## src/rtl/mips_pipe_pkg.sv

```systemverilog
// Shared types and constants for the MIPS pipeline control blocks.
//
// Contents:
//   hazard_state_t : hazard controller FSM states (RUN, LSTALL, REDIR)
//   REG_ZERO       : architectural $zero register specifier
package mips_pipe_pkg;

  typedef enum logic [1:0] {
    RUN    = 2'd0,
    LSTALL = 2'd1,
    REDIR  = 2'd2
  } hazard_state_t;

  localparam logic [4:0] REG_ZERO = 5'd0;

endpackage

```

## src/rtl/hazard_ctrl_sat_counter.sv

```systemverilog
// Saturating up-counter used for the hazard controller performance counters.
// Updates on the falling clock edge, like the pipeline registers it observes.
//
// Ports:
//   clk   : clock (falling edge active)
//   reset : synchronous, active-high; clears the count
//   clr   : synchronous clear; wins over inc
//   inc   : count one event this cycle
//   count : current count, holds at all-ones instead of wrapping
module sat_counter #(
  parameter int WIDTH = 16
) (
  input  logic             clk,
  input  logic             reset,
  input  logic             clr,
  input  logic             inc,
  output logic [WIDTH-1:0] count
);

  logic [WIDTH-1:0] count_q;
  logic [WIDTH-1:0] count_d;

  always_comb begin
    count_d = count_q;
    if (clr) begin
      count_d = '0;
    end else if (inc && (count_q != {WIDTH{1'b1}})) begin
      count_d = count_q + WIDTH'(1);
    end
  end

  always_ff @(negedge clk) begin
    if (reset) begin
      count_q <= '0;
    end else begin
      count_q <= count_d;
    end
  end

  assign count = count_q;

endmodule

```

## src/rtl/hazard_ctrl.sv

```systemverilog
// Pipeline hazard controller: generates stall/flush controls for the PC,
// IF/ID and ID/EX registers. Inserts bubbles on load-use hazards and flushes
// wrong-path instructions after a redirect (taken branch, jump, jump-register)
// resolves in EX. Also keeps saturating stall and flush event counters.
// All state changes on the falling clock edge.
//
// Ports:
//   clk, reset            : clock (negedge), synchronous active-high reset
//   ifid_rs/rt, uses_rs/rt: source registers of the IF/ID instruction
//   idex_rt, memtoreg,
//   idex_regwrite         : destination / load info of the ID/EX instruction
//   branch_taken_ex,
//   jump_ex, jregister_ex : redirect sources resolved in EX
//   clr_cnt               : synchronous clear of both counters
//   pc_stall, ifid_stall  : hold PC / IF/ID
//   ifid_flush, idex_flush: zero IF/ID / ID/EX
//   busy                  : FSM is in a multi-cycle stall or flush sequence
//   stall_cnt, flush_cnt  : cycles with pc_stall / ifid_flush asserted
module hazard_ctrl
  import mips_pipe_pkg::*;
#(
  parameter int REG_ADDR          = 5,
  parameter int LOAD_STALL_CYCLES = 1,
  parameter int FLUSH_CYCLES      = 1,
  parameter int CNT_WIDTH         = 16
) (
  input  logic                 clk,
  input  logic                 reset,
  input  logic [REG_ADDR-1:0]  ifid_rs,
  input  logic [REG_ADDR-1:0]  ifid_rt,
  input  logic                 ifid_uses_rs,
  input  logic                 ifid_uses_rt,
  input  logic [REG_ADDR-1:0]  idex_rt,
  input  logic                 idex_memtoreg,
  input  logic                 idex_regwrite,
  input  logic                 branch_taken_ex,
  input  logic                 jump_ex,
  input  logic                 jregister_ex,
  input  logic                 clr_cnt,
  output logic                 pc_stall,
  output logic                 ifid_stall,
  output logic                 ifid_flush,
  output logic                 idex_flush,
  output logic                 busy,
  output logic [CNT_WIDTH-1:0] stall_cnt,
  output logic [CNT_WIDTH-1:0] flush_cnt
);

  // The cycle that detects the event is the first stall/flush cycle, so the
  // down-counter only covers the remaining cycles (N-2 down to 0).
  localparam bit         FLUSH_MULTI = (FLUSH_CYCLES > 1);
  localparam bit         LOAD_MULTI  = (LOAD_STALL_CYCLES > 1);
  localparam logic [1:0] FLUSH_LOAD  = 2'(FLUSH_MULTI ? FLUSH_CYCLES - 2 : 0);
  localparam logic [1:0] LOAD_LOAD   = 2'(LOAD_MULTI ? LOAD_STALL_CYCLES - 2 : 0);

  hazard_state_t state_q, state_d;
  logic [1:0]    cnt_q, cnt_d;

  logic redirect;
  logic load_use;
  logic rs_hit;
  logic rt_hit;

  assign redirect = branch_taken_ex | jump_ex | jregister_ex;
  assign rs_hit   = ifid_uses_rs & (idex_rt == ifid_rs);
  assign rt_hit   = ifid_uses_rt & (idex_rt == ifid_rt);
  // Loads into $zero never produce a value, so they cannot cause a hazard.
  assign load_use = idex_memtoreg & idex_regwrite &
                    (idex_rt != REG_ADDR'(REG_ZERO)) & (rs_hit | rt_hit);

  always_comb begin
    state_d    = state_q;
    cnt_d      = cnt_q;
    pc_stall   = 1'b0;
    ifid_stall = 1'b0;
    ifid_flush = 1'b0;
    idex_flush = 1'b0;

    if (reset) begin
      state_d = RUN;
      cnt_d   = 2'd0;
    end else begin
      case (state_q)
        RUN: begin
          if (redirect) begin
            ifid_flush = 1'b1;
            idex_flush = 1'b1;
            if (FLUSH_MULTI) begin
              state_d = REDIR;
              cnt_d   = FLUSH_LOAD;
            end
          end else if (load_use) begin
            pc_stall   = 1'b1;
            ifid_stall = 1'b1;
            idex_flush = 1'b1;
            if (LOAD_MULTI) begin
              state_d = LSTALL;
              cnt_d   = LOAD_LOAD;
            end
          end
        end

        LSTALL: begin
          // A redirect squashes the stalled instruction anyway, so the
          // remaining bubbles are abandoned in favour of the flush.
          if (redirect) begin
            ifid_flush = 1'b1;
            idex_flush = 1'b1;
            cnt_d      = FLUSH_LOAD;
            state_d    = FLUSH_MULTI ? REDIR : RUN;
          end else begin
            pc_stall   = 1'b1;
            ifid_stall = 1'b1;
            idex_flush = 1'b1;
            if (cnt_q == 2'd0) begin
              state_d = RUN;
            end else begin
              cnt_d = cnt_q - 2'd1;
            end
          end
        end

        REDIR: begin
          ifid_flush = 1'b1;
          idex_flush = 1'b1;
          if (redirect) begin
            cnt_d = FLUSH_LOAD;
          end else if (cnt_q == 2'd0) begin
            state_d = RUN;
          end else begin
            cnt_d = cnt_q - 2'd1;
          end
        end

        default: begin
          state_d = RUN;
          cnt_d   = 2'd0;
        end
      endcase
    end
  end

  always_ff @(negedge clk) begin
    if (reset) begin
      state_q <= RUN;
      cnt_q   <= 2'd0;
    end else begin
      state_q <= state_d;
      cnt_q   <= cnt_d;
    end
  end

  assign busy = (state_q != RUN);

  sat_counter #(
    .WIDTH (CNT_WIDTH)
  ) u_stall_cnt (
    .clk   (clk),
    .reset (reset),
    .clr   (clr_cnt),
    .inc   (pc_stall),
    .count (stall_cnt)
  );

  sat_counter #(
    .WIDTH (CNT_WIDTH)
  ) u_flush_cnt (
    .clk   (clk),
    .reset (reset),
    .clr   (clr_cnt),
    .inc   (ifid_flush),
    .count (flush_cnt)
  );

endmodule

```

## config.mk

```make
export PLATFORM = sky130hd
export DESIGN_NAME = hazard_ctrl
export DESIGN_NICKNAME = d
export VERILOG_FILES = /design/src/rtl/mips_pipe_pkg.sv /design/src/rtl/hazard_ctrl_sat_counter.sv /design/src/rtl/hazard_ctrl.sv
export SDC_FILE = /design/constraint.sdc
export NUM_CORES = 1
export LEC_CHECK = 0
export ABC_AREA = 1
export CAP_MARGIN = 0
export CORE_ASPECT_RATIO = 0.9
export CORE_MARGIN = 3
export CORE_UTILIZATION = 45
export DETAILED_ROUTE_END_ITERATION = 12
export PLACE_DENSITY = 0.84
export SLEW_MARGIN = 5
export SYNTH_ARGS = -nofsm -noshare
export SYNTH_HDL_FRONTEND = slang
export SYNTH_HIERARCHICAL = 1
export SYNTH_SLANG_ARGS = --single-unit
```

## constraint.sdc

```tcl
create_clock -name clk -period 2.3 [get_ports clk]
set_clock_uncertainty 0.15 [all_clocks]
set_input_delay 0.69 -clock clk [delete_from_list [all_inputs] [get_ports clk]]
set_output_delay 0.69 -clock clk [all_outputs]
set_load 0.05 [all_outputs]
```

==> out/metrics.sh, run 1 <==
OUTCOME='stopped before the end'
LASTSTAGE='global routing (5_1_grt)'
FLOW.FIRST_ERROR='[ERROR GRT-0116] Global routing finished with congestion. Check the congestion regions in the DRC Viewer.'
TOTAL_CELL_AREA_AT_THE_PLACEMENT_STAGE_MM2=0.004193
NUM_ROWS=24
INITIAL_CORE_UTIL_PCT=48.57
BOUNDARYPINS=62
SYNTH.CELLS.MOST_FREQUENT='nand2_1 (125), nor2_1 (95), inv_1 (50)'
NUMCTSBUFFERS=5
NETLIST_TOP_CELLS_AREA='dfxtp_1 (29%), nand2_1 (19%), nor2_1 (14%)'
CTS_HTREE_LEVELS=2
GRT_FIRST_PASS_WIRELENGTH_UM=29550
SYNTH_LARGEST_AREA_CELL='dfxtp_1'
DIE_HEIGHT_UM=76.21
GPL.FINAL_WEIGHTED_CONGESTION=0.8387
YOSYS.CELL_COUNT.TOP_TYPE='nand2_1'
SYN_AREA_PER_CELL_UM2=5.997
YOSYSWARNINGCOUNT=6
YS_SEQ_AREA_SHARE_PCT=29.24
CTS_ROOT_BUFFER='clkbuf_8'
SYNTH.TOP_CELL.AREA_SHARE_PCT=29.24
SYNTH_FLOP_CELL='dfxtp_1'
NET_COUNT_AFTER_SYNTHESIS=443
FIRST_GLOBAL_VIAS=4985
DP_HPWL_UM=6513
PRE_CTS_SLACK_NS=-1.907
MAX-CLOCK-PATH-BUFFERS=2
CELL_AREA_AFTER_TECHNOLOGY_MAPPING_MM2=0.002465
OVERFLOW=10
YOSYS_REGISTER_BITS=36
NUMBER_OF_DISTINCT_LIBRARY_CELLS_AFTER_SYNTHESIS=25
HOLD_BUFFERS=0
ASYNC_RESET_FF_SHARE_PCT=0
GRT.TOTAL_USAGE_PCT=61.07
SYNTHCELLS=411
NUMCLOCKSINKS=36
PLACE.PORT_BUFFERS=61
FP.DIEW_UM=84.02
GRT_START_MAX_NET_PINS=17
NUMBER_OF_SYNTHESIZED_FLOPS_WITH_AN_ENABLE_PIN=0
==> metal layers <==
metal	track usage, %	overflow
met1	61.20	0
met2	80.29	3
met3	42.70	0
met4	60.13	7
met5	4.959	0
==> timing repair <==
action                     in CTS
setup endpoints to repair      73
pin swaps                      59
setup buffers                  23
gates resized for setup       183
==> per-stage QoR <==
stage	setup TNS [ns]	std cells
global placement	-58.88	586
detailed placement	-62.03	586
CTS	-54.44	648
floorplan	-38.10	411
==> logic make-up after synthesis <==
family                   after synthesis  synth area share [%]
adder cells (fa/ha/maj)                7                 3.553
AND/OR/NAND/NOR                      275                 49.80
flip-flops                            36                 29.24
buffers and inverters                 64                 10.61
AO/OA/AOI/OAI                         29                 6.802
==> inputs of run 2 (changes only) <==
- CORE_ASPECT_RATIO: 0.9 -> not set
- CORE_UTILIZATION: 45 -> 39
- PLACE_DENSITY: 0.84 -> not set
- PLACE_DENSITY_LB_ADDON: not set -> 0.15
- clock period: 2.3 -> 3 ns (I/O delays scaled with it)
==> run 2 against run 1 <==
Compared with the run above:
- the flow now finishes, with violations (negative setup slack)
- area after synthesis did not move
- synthesized cell count did not move
==> out/metrics.sh, run 2 <==
CP_MAX_FO=3
PATH_CLK_SLEW_NS=0.03
NET_COUNT_AFTER_SYNTHESIS=443
TIMING_STARTPOINT_OF_THE_CRITICAL_PATH='state_q[0]'
ROUTED_WIRELENGTH_UM=8877
CRITICAL_PATH.SLOWEST_CELL='dfxtp_2'
GR-MAX-USAGE-LAYER='met2'
ASYNC_RESET_FF_SHARE_PCT=0
WORSTSETUPSTARTPOINTTYPE='register'
GRT_FIRST_PASS_WIRELENGTH_UM=13100
CELL_AREA_AFTER_TECHNOLOGY_MAPPING_MM2=0.002465
MAX-CLOCK-PATH-BUFFERS=2
GRT_START_MAX_NET_PINS=17
MET1_USAGE_PCT=22.98
CRITICAL_PATH.ENDPOINT='idex_flush'
CRIT_PATH_END_KIND='output pin'
R2R_SETUP_SLACK_NS=0.86
CORE_AREA_MM2=0.006026
DATA_REQUIRED_TIME_OF_THE_WORST_PATH_NS=1.95
OVERFLOW=0
NUMBER_OF_SYNTHESIZED_FLOPS_WITH_AN_ENABLE_PIN=0
FIRST_GLOBAL_VIAS=3151
FINALSETUPTNS_NS=-43.16
NETLIST_TOP_CELLS_AREA='dfxtp_1 (29%), nand2_1 (19%), nor2_1 (14%)'
DP_HPWL_UM=5353
FP.DIEAREA_MM2=0.007310
YOSYS_REGISTER_BITS=36
NUM_ROWS=28
ANT_DIODES=0
CTS_HTREE_LEVELS=2
TIMING.HOLD.WORST_PATH_DEPTH=2
HP-CLASS='reg2reg'
RATIO_OF_CELLS_WITH_DRIVE_ABOVE_1_IN_THE_FINAL_LAYOUT_PCT=53.37
UTILIZATION_PCT=81.37
SYNTHCELLS=411
REPORT.FINAL.HOLD_VIOL_COUNT=0
ROUTE.DETAILED.DRC=0
SYN2LAYOUT_AREA_GROWTH_PCT=98.93
SYNTH.TOP_CELL.AREA_SHARE_PCT=29.24
WORST-PATH-BUF-INV=2
BOUNDARYPINS=62
GRT_ANTENNA_BEFORE_REPAIR=0
CRIT-REG2REG-LAUNCH='state_q[1]'
REPORT.POWER.TOTAL_W=0.001147
MOSTFREQUENTLAYOUTCELLS='nand2_1 (99), inv_1 (70), nor2_1 (59), buf_4 (55), buf_12 (38)'
MAX-CAP-VIOLATIONS=0
CTS_ROOT_BUFFER='clkbuf_8'
NUMCTSBUFFERS=5
TIMING.SETUP.CRITICAL_PATH_CLASS='reg2out'
SYN_AREA_PER_CELL_UM2=5.997
FINAL-SETUP-VIOL-COUNT=73
CLOCK_TREE_FROM_TRITONCTS='built'
ROUTE.DETAILED.WL_PER_INST_UM=13.57
OUTCOME='complete, but fails checks'
POSTROUTEANTENNANETS=0
REG2REG_DEPTH=16
SYNTH.CELLS.MOST_FREQUENT='nand2_1 (125), nor2_1 (95), inv_1 (50)'
POWER_DENSITY_mW_PER_MM2=233.9
FINAL.FILL_COUNT=363
GLOBALROUTEMET2UTIL_PCT=40.18
VIASPERCELL=4.839
YS_SEQ_AREA_SHARE_PCT=29.24
MAXSLEWVIOLCOUNT=0
UNREPAIRED_SETUP_ENDPOINTS_AFTER_GLOBAL_ROUTING='yes'
TIMING.CRITICAL_PATH.DEPTH=5
USE_MET3_PCT=4.611
CRITICAL_PATH.REG2REG.ENDPOINT='u_stall_cnt/count[9]'
PLACE.PORT_BUFFERS=61
MAX_SLEW_MARGIN_PCT=65.69
MOST_COMMON_LIBRARY_CELL_IN_THE_LAYOUT_IGNORING_FILL_AND_TAPS='nand2_1'
DR.FIRST_ITER.DRC_COUNT=127
SMALLEST_SETUP_SLACK_AFTER_LAYOUT_NS=-1.098
VIOLATED_CHECKS='negative setup slack'
CATEGORY_OF_CELLS_ACCOUNTING_FOR_THE_LARGEST_SHARE_OF_CRITICAL_PATH_DELAY='flip-flops'
CELLLEAKAGEPOWER_nW=2.259
CRIT_PATH_CELL_TRACE='buf_4 -> ha_1 -> or2_4 -> a21oi_4 -> buf_12'
SYNTH_LARGEST_AREA_CELL='dfxtp_1'
YOSYS.CELL_COUNT.TOP_TYPE='nand2_1'
NUMCLOCKSINKS=36
GPL.FINAL_WEIGHTED_CONGESTION=0.8107
NUMBER_OF_DISTINCT_LIBRARY_CELLS_AFTER_SYNTHESIS=25
DIE_HEIGHT_UM=85.50
WORST_IR_DROP_VDD_uV=213.0
DRT-PASS1-ITER-COUNT=4
DESIGN.FINAL.NETS=611
TIMING.CRITICAL_PATH.ARRIVAL_NS=3.05
INITIAL_CORE_UTIL_PCT=40.91
YOSYSWARNINGCOUNT=6
FP.DIEW_UM=85.50
INSERTION_DELAY_NS=0.36
ROUTE.VIAS.TOTAL=3165
GRT.TOTAL_USAGE_PCT=21.57
CRITICAL-PATH-MAX-STAGE-DELAY_NS=0.32
SYNTH_FLOP_CELL='dfxtp_1'
MAX_SLEW.WORST_PIN.SLEW_NS=0.5134
run 2: what timing repair did:
action / CTS / global route
setup endpoints to repair: 73 / 73
endpoints found under the hold margin: 0 / 0
gates resized for setup: 150 / 62
buffers inserted: 11 / 8
pin swaps: 47 / 46
hold buffers: 0 / 0
run 2: area by class of cell:
class | instances | area [um2] | area share (%)
Multi-Input combinational cell | 311 | 1933 | 39.42
Inverter | 56 | 241.5 | 4.925
Clock buffer | 5 | 68.82 | 1.403
Clock inverter | 38 | 145.1 | 2.960
Tap cell | 75 | 93.84 | 1.914
Timing Repair Buffer | 133 | 1578 | 32.18
Sequential cell | 36 | 843.3 | 17.20
run 2: worst min path at each step:
| stage | slack [ns] | end | start |
|---|---|---|---|
| 2_1_floorplan | 0.28 | cnt_q[1] | cnt_q[1] |
| 3_3_place_gp | 0.29 | cnt_q[1] | cnt_q[1] |
| 3_5_place_dp | 0.31 | cnt_q[1] | cnt_q[1] |
| 4_1_cts | 0.31 | cnt_q[1] | cnt_q[1] |
| 5_1_grt | 0.31 | cnt_q[1] | cnt_q[1] |
| 6_report | 0.30 | cnt_q[1] | cnt_q[1] |
run 2: layer usage:
metal / up-vias / wire length [um] / share of wire [%]
met5: - / 0 / 0
met4: 0 / 202 / 2.3
met3: 22 / 487 / 5.5
met2: 104 / 4797 / 54
met1: 1454 / 3389 / 38
li1: 1585 / - / -
run 2: cells by family after synthesis:
family | share of synthesized area [%]
AOI/OAI and AO/OA | 6.802
buffers and inverters | 10.61
DFF | 29.24
adders and majority gates | 3.553
and+or+nand+nor | 49.80
run 2: stage by stage:
stage / hold slack (ns) / cells / area [um2] / worst slack [ns]
3_5_place_dp: 0.3087 / 599 / 4215 / -1.741
2_1_floorplan: 0.2832 / 411 / 2753 / -1.185
4_1_cts: 0.3125 / 650 / 4679 / -1.068
5_1_grt: 0.3124 / 654 / 4903 / -1.187
3_3_place_gp: 0.2932 / 599 / 4215 / -1.657
6_report: 0.3028 / 654 / 4903 / -1.098
run 2: power by group:
part	internal (W)	switching, W
logic	0.0000804	0.0000811
clock network	0.000218	0.000311
registers	0.000455	0.00000127
total	0.000754	0.000393
run 2: worst reg2reg max path: stages (launching register included):
cell and delay [ns]:
dfxtp_2 0.31, inv_2 0.07, ha_4 0.13, nand4_1 0.08
inv_1 0.08, nand2_2 0.08, a21oi_4 0.17, buf_4 0.13
buf_6 0.09, nand2_4 0.05, nor2_4 0.15, buf_6 0.14
nand2_8 0.08, nor2_4 0.13, nand3_2 0.07, nand2_1 0.07
nor2_1 0.03
No activity file was read; power rests on OpenSTA's default activity.
